**config.mk**
```make
export PLATFORM = sky130hd
export DESIGN_NAME = float_mul_pipeline
export DESIGN_NICKNAME = d
export VERILOG_FILES = /design/src/rtl/float_pkg.sv /design/src/rtl/float_mul_pipeline_mant_mul.sv /design/src/rtl/float_mul_pipeline.sv
export SDC_FILE = /design/constraint.sdc
export NUM_CORES = 2
export LEC_CHECK = 0
export ABC_AREA = 1
export CORE_MARGIN = 4
export CORE_UTILIZATION = 60
export CTS_BUF_LIST = sky130_fd_sc_hd__clkbuf_16
export CTS_CLUSTER_SIZE = 14
export DETAILED_ROUTE_END_ITERATION = 10
export GPL_TIMING_DRIVEN = 1
export PLACE_DENSITY = 0.78
export SYNTH_ARGS = -nofsm -noshare
export SYNTH_HDL_FRONTEND = slang
export SYNTH_SLANG_ARGS = --single-unit
```
**constraint.sdc**
```tcl
create_clock -name clk -period 5.6 [get_ports clk]
set_clock_uncertainty 0.15 [all_clocks]
set_input_delay 1.12 -clock clk [delete_from_list [all_inputs] [get_ports clk]]
set_output_delay 1.12 -clock clk [all_outputs]
set_load 0.005 [all_outputs]
```
**src/rtl/float_pkg.sv**
```systemverilog
// Shared types and constants for the binary32 multiply pipeline.
package float_pkg;

    localparam int FLOAT_WIDTH = 32;
    localparam int EXP_WIDTH   = 8;
    localparam int FRAC_WIDTH  = 23;
    localparam int EXP_BIAS    = 127;
    localparam int EXP_MAX     = 255;
    localparam logic [FLOAT_WIDTH-1:0] QNAN = 32'h7FC00000;

    typedef struct packed {
        logic                  sign;
        logic [EXP_WIDTH-1:0]  exp;
        logic [FRAC_WIDTH-1:0] frac;
    } float32_t;

    typedef enum logic {IDLE, BUSY} state_e;

    // Result class decided early so later stages only carry two bits of special-case state.
    typedef enum logic [1:0] {CLS_NORM, CLS_ZERO, CLS_INF, CLS_NAN} cls_e;

    // {zero, inf, nan}; a zero exponent (subnormal included) counts as zero.
    function automatic logic [2:0] classify(input float32_t f);
        logic exp_zero, exp_ones, frac_zero;
        exp_zero  = (f.exp == '0);
        exp_ones  = (f.exp == '1);
        frac_zero = (f.frac == '0);
        return {exp_zero, exp_ones && frac_zero, exp_ones && !frac_zero};
    endfunction

endpackage

```
**src/rtl/float_mul_pipeline_mant_mul.sv**
```systemverilog
// Two-cycle 24x24 -> 48 unsigned multiply: partial products, then their sum.
module mant_mul_24 (
    input  logic        clk,
    input  logic        rst,
    input  logic [23:0] a_i,
    input  logic [23:0] b_i,
    output logic [47:0] p_o
);

    logic [35:0] pp_lo_d, pp_hi_d, pp_lo_q, pp_hi_q;
    logic [47:0] p_d, p_q;

    assign pp_lo_d = {12'b0, a_i} * {24'b0, b_i[11:0]};
    assign pp_hi_d = {12'b0, a_i} * {24'b0, b_i[23:12]};
    assign p_d     = {pp_hi_q, 12'b0} + {12'b0, pp_lo_q};

    always_ff @(posedge clk or negedge rst) begin
        if (!rst) begin
            pp_lo_q <= '0;
            pp_hi_q <= '0;
            p_q     <= '0;
        end else begin
            pp_lo_q <= pp_lo_d;
            pp_hi_q <= pp_hi_d;
            p_q     <= p_d;
        end
    end

    assign p_o = p_q;

endmodule

```
**src/rtl/float_mul_pipeline.sv**
```systemverilog
// Six-stage binary32 multiplier with req/ack handshake, one operation in flight.
// FLOAT_MUL_RNE_EN selects round-to-nearest-even; otherwise the result is truncated.
module float_mul_pipeline
    import float_pkg::*;
#(
    parameter int float_width = FLOAT_WIDTH
) (
    input  logic                   clk,
    input  logic                   rst,
    input  logic                   req,
    output logic                   ack,
    input  logic [float_width-1:0] a,
    input  logic [float_width-1:0] b,
    output logic [float_width-1:0] out
);

    state_e     state_q, state_d;
    logic       accept;
    logic [5:0] vld_q;
    logic       ack_q;
    logic [31:0] out_q, out_d;

    float32_t   a_q, b_q;
    float32_t   fa1_q, fb1_q;
    logic [2:0] ca1_q, cb1_q;

    logic              s2_q, s3_q, s4_q, s5_q;
    logic signed [9:0] e2_d, e2_q, e3_q, e4_q, e5_d, e5_q;
    cls_e              c2_d, c2_q, c3_q, c4_q, c5_q;
    logic [23:0]       ma2_q, mb2_q, m5_d, m5_q;
    logic [47:0]       prod;
    logic [23:0]       disc;
    logic [2:0]        grs5_d, grs5_q;

    always_comb begin
        state_d = state_q;
        accept  = 1'b0;
        case (state_q)
            IDLE: if (req) begin
                accept  = 1'b1;
                state_d = BUSY;
            end
            BUSY: if (vld_q[5]) state_d = IDLE;
            default: state_d = IDLE;
        endcase
    end

    always_ff @(posedge clk or negedge rst) begin
        if (!rst) begin
            state_q <= IDLE;
            vld_q   <= '0;
            ack_q   <= 1'b0;
            out_q   <= '0;
        end else begin
            state_q <= state_d;
            vld_q   <= {vld_q[4:0], accept};
            ack_q   <= vld_q[5];
            if (vld_q[5]) out_q <= out_d;
        end
    end

    // Datapath registers need no reset: only vld_q qualifies them.
    always_ff @(posedge clk) begin
        if (accept) begin
            a_q <= float32_t'(a);
            b_q <= float32_t'(b);
        end
        fa1_q <= a_q;
        fb1_q <= b_q;
        ca1_q <= classify(a_q);
        cb1_q <= classify(b_q);
        s2_q  <= fa1_q.sign ^ fb1_q.sign;
        e2_q  <= e2_d;
        c2_q  <= c2_d;
        ma2_q <= {1'b1, fa1_q.frac};
        mb2_q <= {1'b1, fb1_q.frac};
        {s3_q, e3_q, c3_q} <= {s2_q, e2_q, c2_q};
        {s4_q, e4_q, c4_q} <= {s3_q, e3_q, c3_q};
        s5_q   <= s4_q;
        e5_q   <= e5_d;
        c5_q   <= c4_q;
        m5_q   <= m5_d;
        grs5_q <= grs5_d;
    end

    // ca/cb bit order is {zero, inf, nan}.
    always_comb begin
        e2_d = $signed({2'b0, fa1_q.exp}) + $signed({2'b0, fb1_q.exp}) - 10'(EXP_BIAS);
        c2_d = CLS_NORM;
        if (ca1_q[0] || cb1_q[0] || (ca1_q[1] && cb1_q[2]) || (ca1_q[2] && cb1_q[1]))
            c2_d = CLS_NAN;
        else if (ca1_q[1] || cb1_q[1])
            c2_d = CLS_INF;
        else if (ca1_q[2] || cb1_q[2])
            c2_d = CLS_ZERO;
    end

    mant_mul_24 u_mant_mul (
        .clk (clk),
        .rst (rst),
        .a_i (ma2_q),
        .b_i (mb2_q),
        .p_o (prod)
    );

    always_comb begin
        if (prod[47]) begin
            m5_d = prod[47:24];
            disc = prod[23:0];
            e5_d = e4_q + 10'sd1;
        end else begin
            m5_d = prod[46:23];
            disc = {prod[22:0], 1'b0};
            e5_d = e4_q;
        end
        grs5_d = {disc[23], disc[22], |disc[21:0]};
    end

    logic              inc;
    logic [24:0]       mant_r;
    logic [22:0]       frac_r;
    logic signed [9:0] exp_r;

`ifdef FLOAT_MUL_RNE_EN
    assign inc = grs5_q[2] & (grs5_q[1] | grs5_q[0] | m5_q[0]);
`else
    logic grs_unused;
    assign grs_unused = ^grs5_q;
    assign inc = 1'b0;
`endif

    always_comb begin
        mant_r = {1'b0, m5_q} + {24'b0, inc};
        frac_r = mant_r[22:0];
        exp_r  = e5_q;
        if (mant_r[24]) begin
            frac_r = mant_r[23:1];
            exp_r  = e5_q + 10'sd1;
        end
        out_d = {s5_q, exp_r[7:0], frac_r};
        case (c5_q)
            CLS_NAN:  out_d = QNAN;
            CLS_INF:  out_d = {s5_q, 8'hFF, 23'b0};
            CLS_ZERO: out_d = {s5_q, 31'b0};
            default: begin
                if (exp_r >= 10'(EXP_MAX))  out_d = {s5_q, 8'hFF, 23'b0};
                else if (exp_r <= 10'sd0)   out_d = {s5_q, 31'b0};
            end
        endcase
    end

    assign ack = ack_q;
    assign out = out_q;

endmodule

```
==> run_results.csv <==
group,metric,value,unit
placed_design,io_buffers,99,
floorplanning,dieHeight,235.7,um
worst_setup_path,endpoint_kind,"flop",
detailed_routing,firstDrtPassIters,5,
sta,fin_crit_sh,0.9464,
global_routing,grt_pass1_wl,126.6,mm
sta,drv_slew,0,
floorplanning,rows,83,
floorplanning,core_area,51300,sq um
synthesis,syn-num-nets,4378,
sta,worst_slew_pin_slew,1.057,ns
worst_setup_path,worstPathArrival,5.61,ns
worst_setup_path,crit_path_max_fanout,12,
global_routing,overflow,0,
sta,hold_violations,0,
power_and_ir_drop,ir_drop,0.0003851,V
global_routing,grt_pass1_vias,24670,
final_layout,drive_gt1_frac,0.04174,
sta,postLayoutSetupSlackWorst,0.3001,ns
hold_path,hp-class,"reg2reg",
synthesis,synth-seq-area-share,0.2854,
synthesis,synth_edf_count,64,
placed_design,gp_congestion,0.9709,
detailed_routing,antenna_left,0,
synthesis,ys.flop_type,"dfxtp_1",
final_layout,nNetsFinal,4492,
worst_setup_path,crit_type,"reg2reg",
floorplanning,start_util,0.6061,
synthesis,synthCells,3689,
clock_network,clk_pin_slew,0.06,ns
synthesis,async_flop_share,0.3289,
global_routing,antenna_found_initial,2,
synthesis,yosysTopAreaCell,"fa_1",
sta,fmax,188.7,MHz
final_layout,diodes,0,
sta,setup_viol,0,
clock_network,root_buffer,"clkbuf_16",
detailed_routing,drc,0,
detailed_routing,routed_wirelength,76.87,mm
floorplanning,die_w,235.7,um
detailed_routing,vias,23600,
synthesis,synthTopCellsByArea,"fa_1 (28%), nand2_1 (12%), dfxtp_1 (12%), inv_1 (11%), dfrtp_1 (10%)",
clock_network,insertion_delay,0.58,ns
clock_network,cts_sinks,380,
global_routing,globalRouteTotalUtil,0.2841,
placed_design,dp_slack,0.2473,ns
synthesis,synth_top_area_share,0.2833,
power_and_ir_drop,p_leak,18.60,nW
detailed_routing,viasPerCell,5.230,
worst_setup_path,required,5.91,ns
sta,finalSetupTns,0,ns
final_layout,area_growth,11.17,%
clock_network,numCtsBuffers,39,
global_routing,grt_max_degree,75,
synthesis,ys_types,41,
sta,relSlewSlack,0.2955,
floorplanning,die_area,55530,sq um
detailed_routing,drtIter0Drc,1655,
outcome,status,"finished clean",
synthesis,ys_warn_count,0,
synthesis,synth_area_per_cell,8.429,sq um
sta,period_needed,5.300,ns
clock_network,tritoncts,"done",
synthesis,ys_seq_elements,380,
final_layout,final_cell_mix,"nand2_1 (1025), inv_1 (881), fa_1 (440), nor2_1 (195), dfxtp_1 (183)",
detailed_routing,wl_per_cell,17.03,um
final_layout,layout_commonest_cell,"nand2_1",
sta,rsz0062_at_grt,"false",
floorplanning,ios,100,
synthesis,syn_area,31090,sq um
placed_design,dp.final_hpwl,61.13,mm
clock_network,cts_max_path_buffers,3,
worst_setup_path,cp-start-kind,"flop",
clock_network,htreeDepth,2,
power_and_ir_drop,power_per_cell_area,156.2,nW/um^2
job,maxCapViolCount,0,
-- worst paths after layout --
path	start	end	slack, ns	depth (start not counted)
worst max-delay path	mb2_q[9]	u_mant_mul.pp_lo_q[35]	0.30	20
worst min-delay path	e2_q[1]	e3_q[1]	0.17	0
worst max register to register	mb2_q[9]	u_mant_mul.pp_lo_q[35]	0.30	20
worst min register to register	e2_q[1]	e3_q[1]	0.17	0
max in group asynchronous	rst	u_mant_mul.pp_lo_q[12]	3.55	2
min in group asynchronous	rst	out[31]	0.54	1
-- worst max-delay path, cell delays in order (launching register included) --
cell and delay (ns):
dfxtp_1 0.71, nand2_1 0.16, fa_1 0.57, inv_1 0.05, fa_1 0.47, inv_1 0.05, fa_1 0.47, inv_1 0.05
fa_1 0.47, inv_1 0.05, fa_1 0.57, inv_1 0.07, ha_1 0.37, a21oi_1 0.21, o21ai_0 0.16, a21oi_1 0.25
nor2_1 0.07, nor2_1 0.12, nand2_1 0.07, nand2_1 0.05, nand2_1 0.04
-- timing repair --
action                     4_1_cts  5_1_grt
resized for setup                0        8
setup endpoints to repair        0       11
hold buffers                     0        0
setup buffers                    0        0
-- power breakdown --
| group | internal (mW) | switching [mW] |
|---|---|---|
| Sequential | 2.79 | 0 |
| Combinational | 0.0399 | 0.0239 |
| Clock | 1.47 | 1.08 |
-- metal layers --
metal	global-route usage	vias up	part of all wire
li1	-	11150	-
met1	0.3703	11240	0.40
met2	0.4605	1031	0.46
met3	0.07767	192	0.10
met4	0.1043	0	0.039
met5	0	-	0
-- sequential cells by signal, summed over array words and instances, names as in the netlist, 3 cells and up --
name                flops
b_q                    32
ma2_q                  23
m5_q                   23
e2_q                   10
e3_q                   10
cb1_q                   3
mb2_q                  23
a_q                    32
fa1_q                  32
vld_q                   6
e5_q                   10
ca1_q                   3
u_mant_mul.p_o         25
u_mant_mul.pp_lo_q     24
e4_q                   10
u_mant_mul.pp_hi_q     36
out                    32
fb1_q                  32
-- logic make-up (layout without fill, tap and decap cells) --
logic type | Yosys count | after routing | share of synthesized area
xor gates and xnor gates | 53 | 53 | 0.01493
buffers and inverters | 977 | 1121 | 0.1184
adders and majority gates | 622 | 622 | 0.3565
and+or+nand+nor | 1426 | 1426 | 0.1837
AOI/OAI and AO/OA | 229 | 229 | 0.04036
DFF | 380 | 380 | 0.2854
muxes | 2 | 2 | 0.0007242
-- Yosys cell counts (all sizes together), types with 11 or more instances --
| library cell | number |
|---|---|
| a21o | 11 |
| a21oi | 114 |
| clkbuf | 100 |
| dfrtp | 125 |
| dfxtp | 191 |
| edfxtp | 64 |
| fa | 440 |
| ha | 182 |
| inv | 872 |
| nand2 | 1027 |
| nand3 | 125 |
| nand4 | 20 |
| nor2 | 199 |
| nor3 | 20 |
| nor4 | 21 |
| o21ai | 75 |
| o21bai | 16 |
| xor2 | 43 |
-- metrics by stage --
stage               power (mW)  area [sq um]  hold slack, ns    util  std cells
global placement         2.909         33290          0.1600  0.6490       4442
floorplan                2.846         31090          0.1596       -       3689
global route             5.593         34570          0.1775  0.6738       4513
detailed placement       2.910         33290          0.1621  0.6490       4442
CTS                      5.464         34560          0.1695  0.6737       4513
finish                   5.400         34570          0.1715  0.6738       4513
-- area by class of cell --
type | instances | area (sq um)
Fill cell | 4065 | 16730
Timing Repair Buffer | 178 | 1757
Multi-Input combinational cell | 2332 | 18540
Tap cell | 680 | 850.8
Sequential cell | 380 | 8884
Inverter | 872 | 3273
Clock buffer | 39 | 975.9
Clock inverter | 32 | 290.3
(Power assumes the default switching activity.)
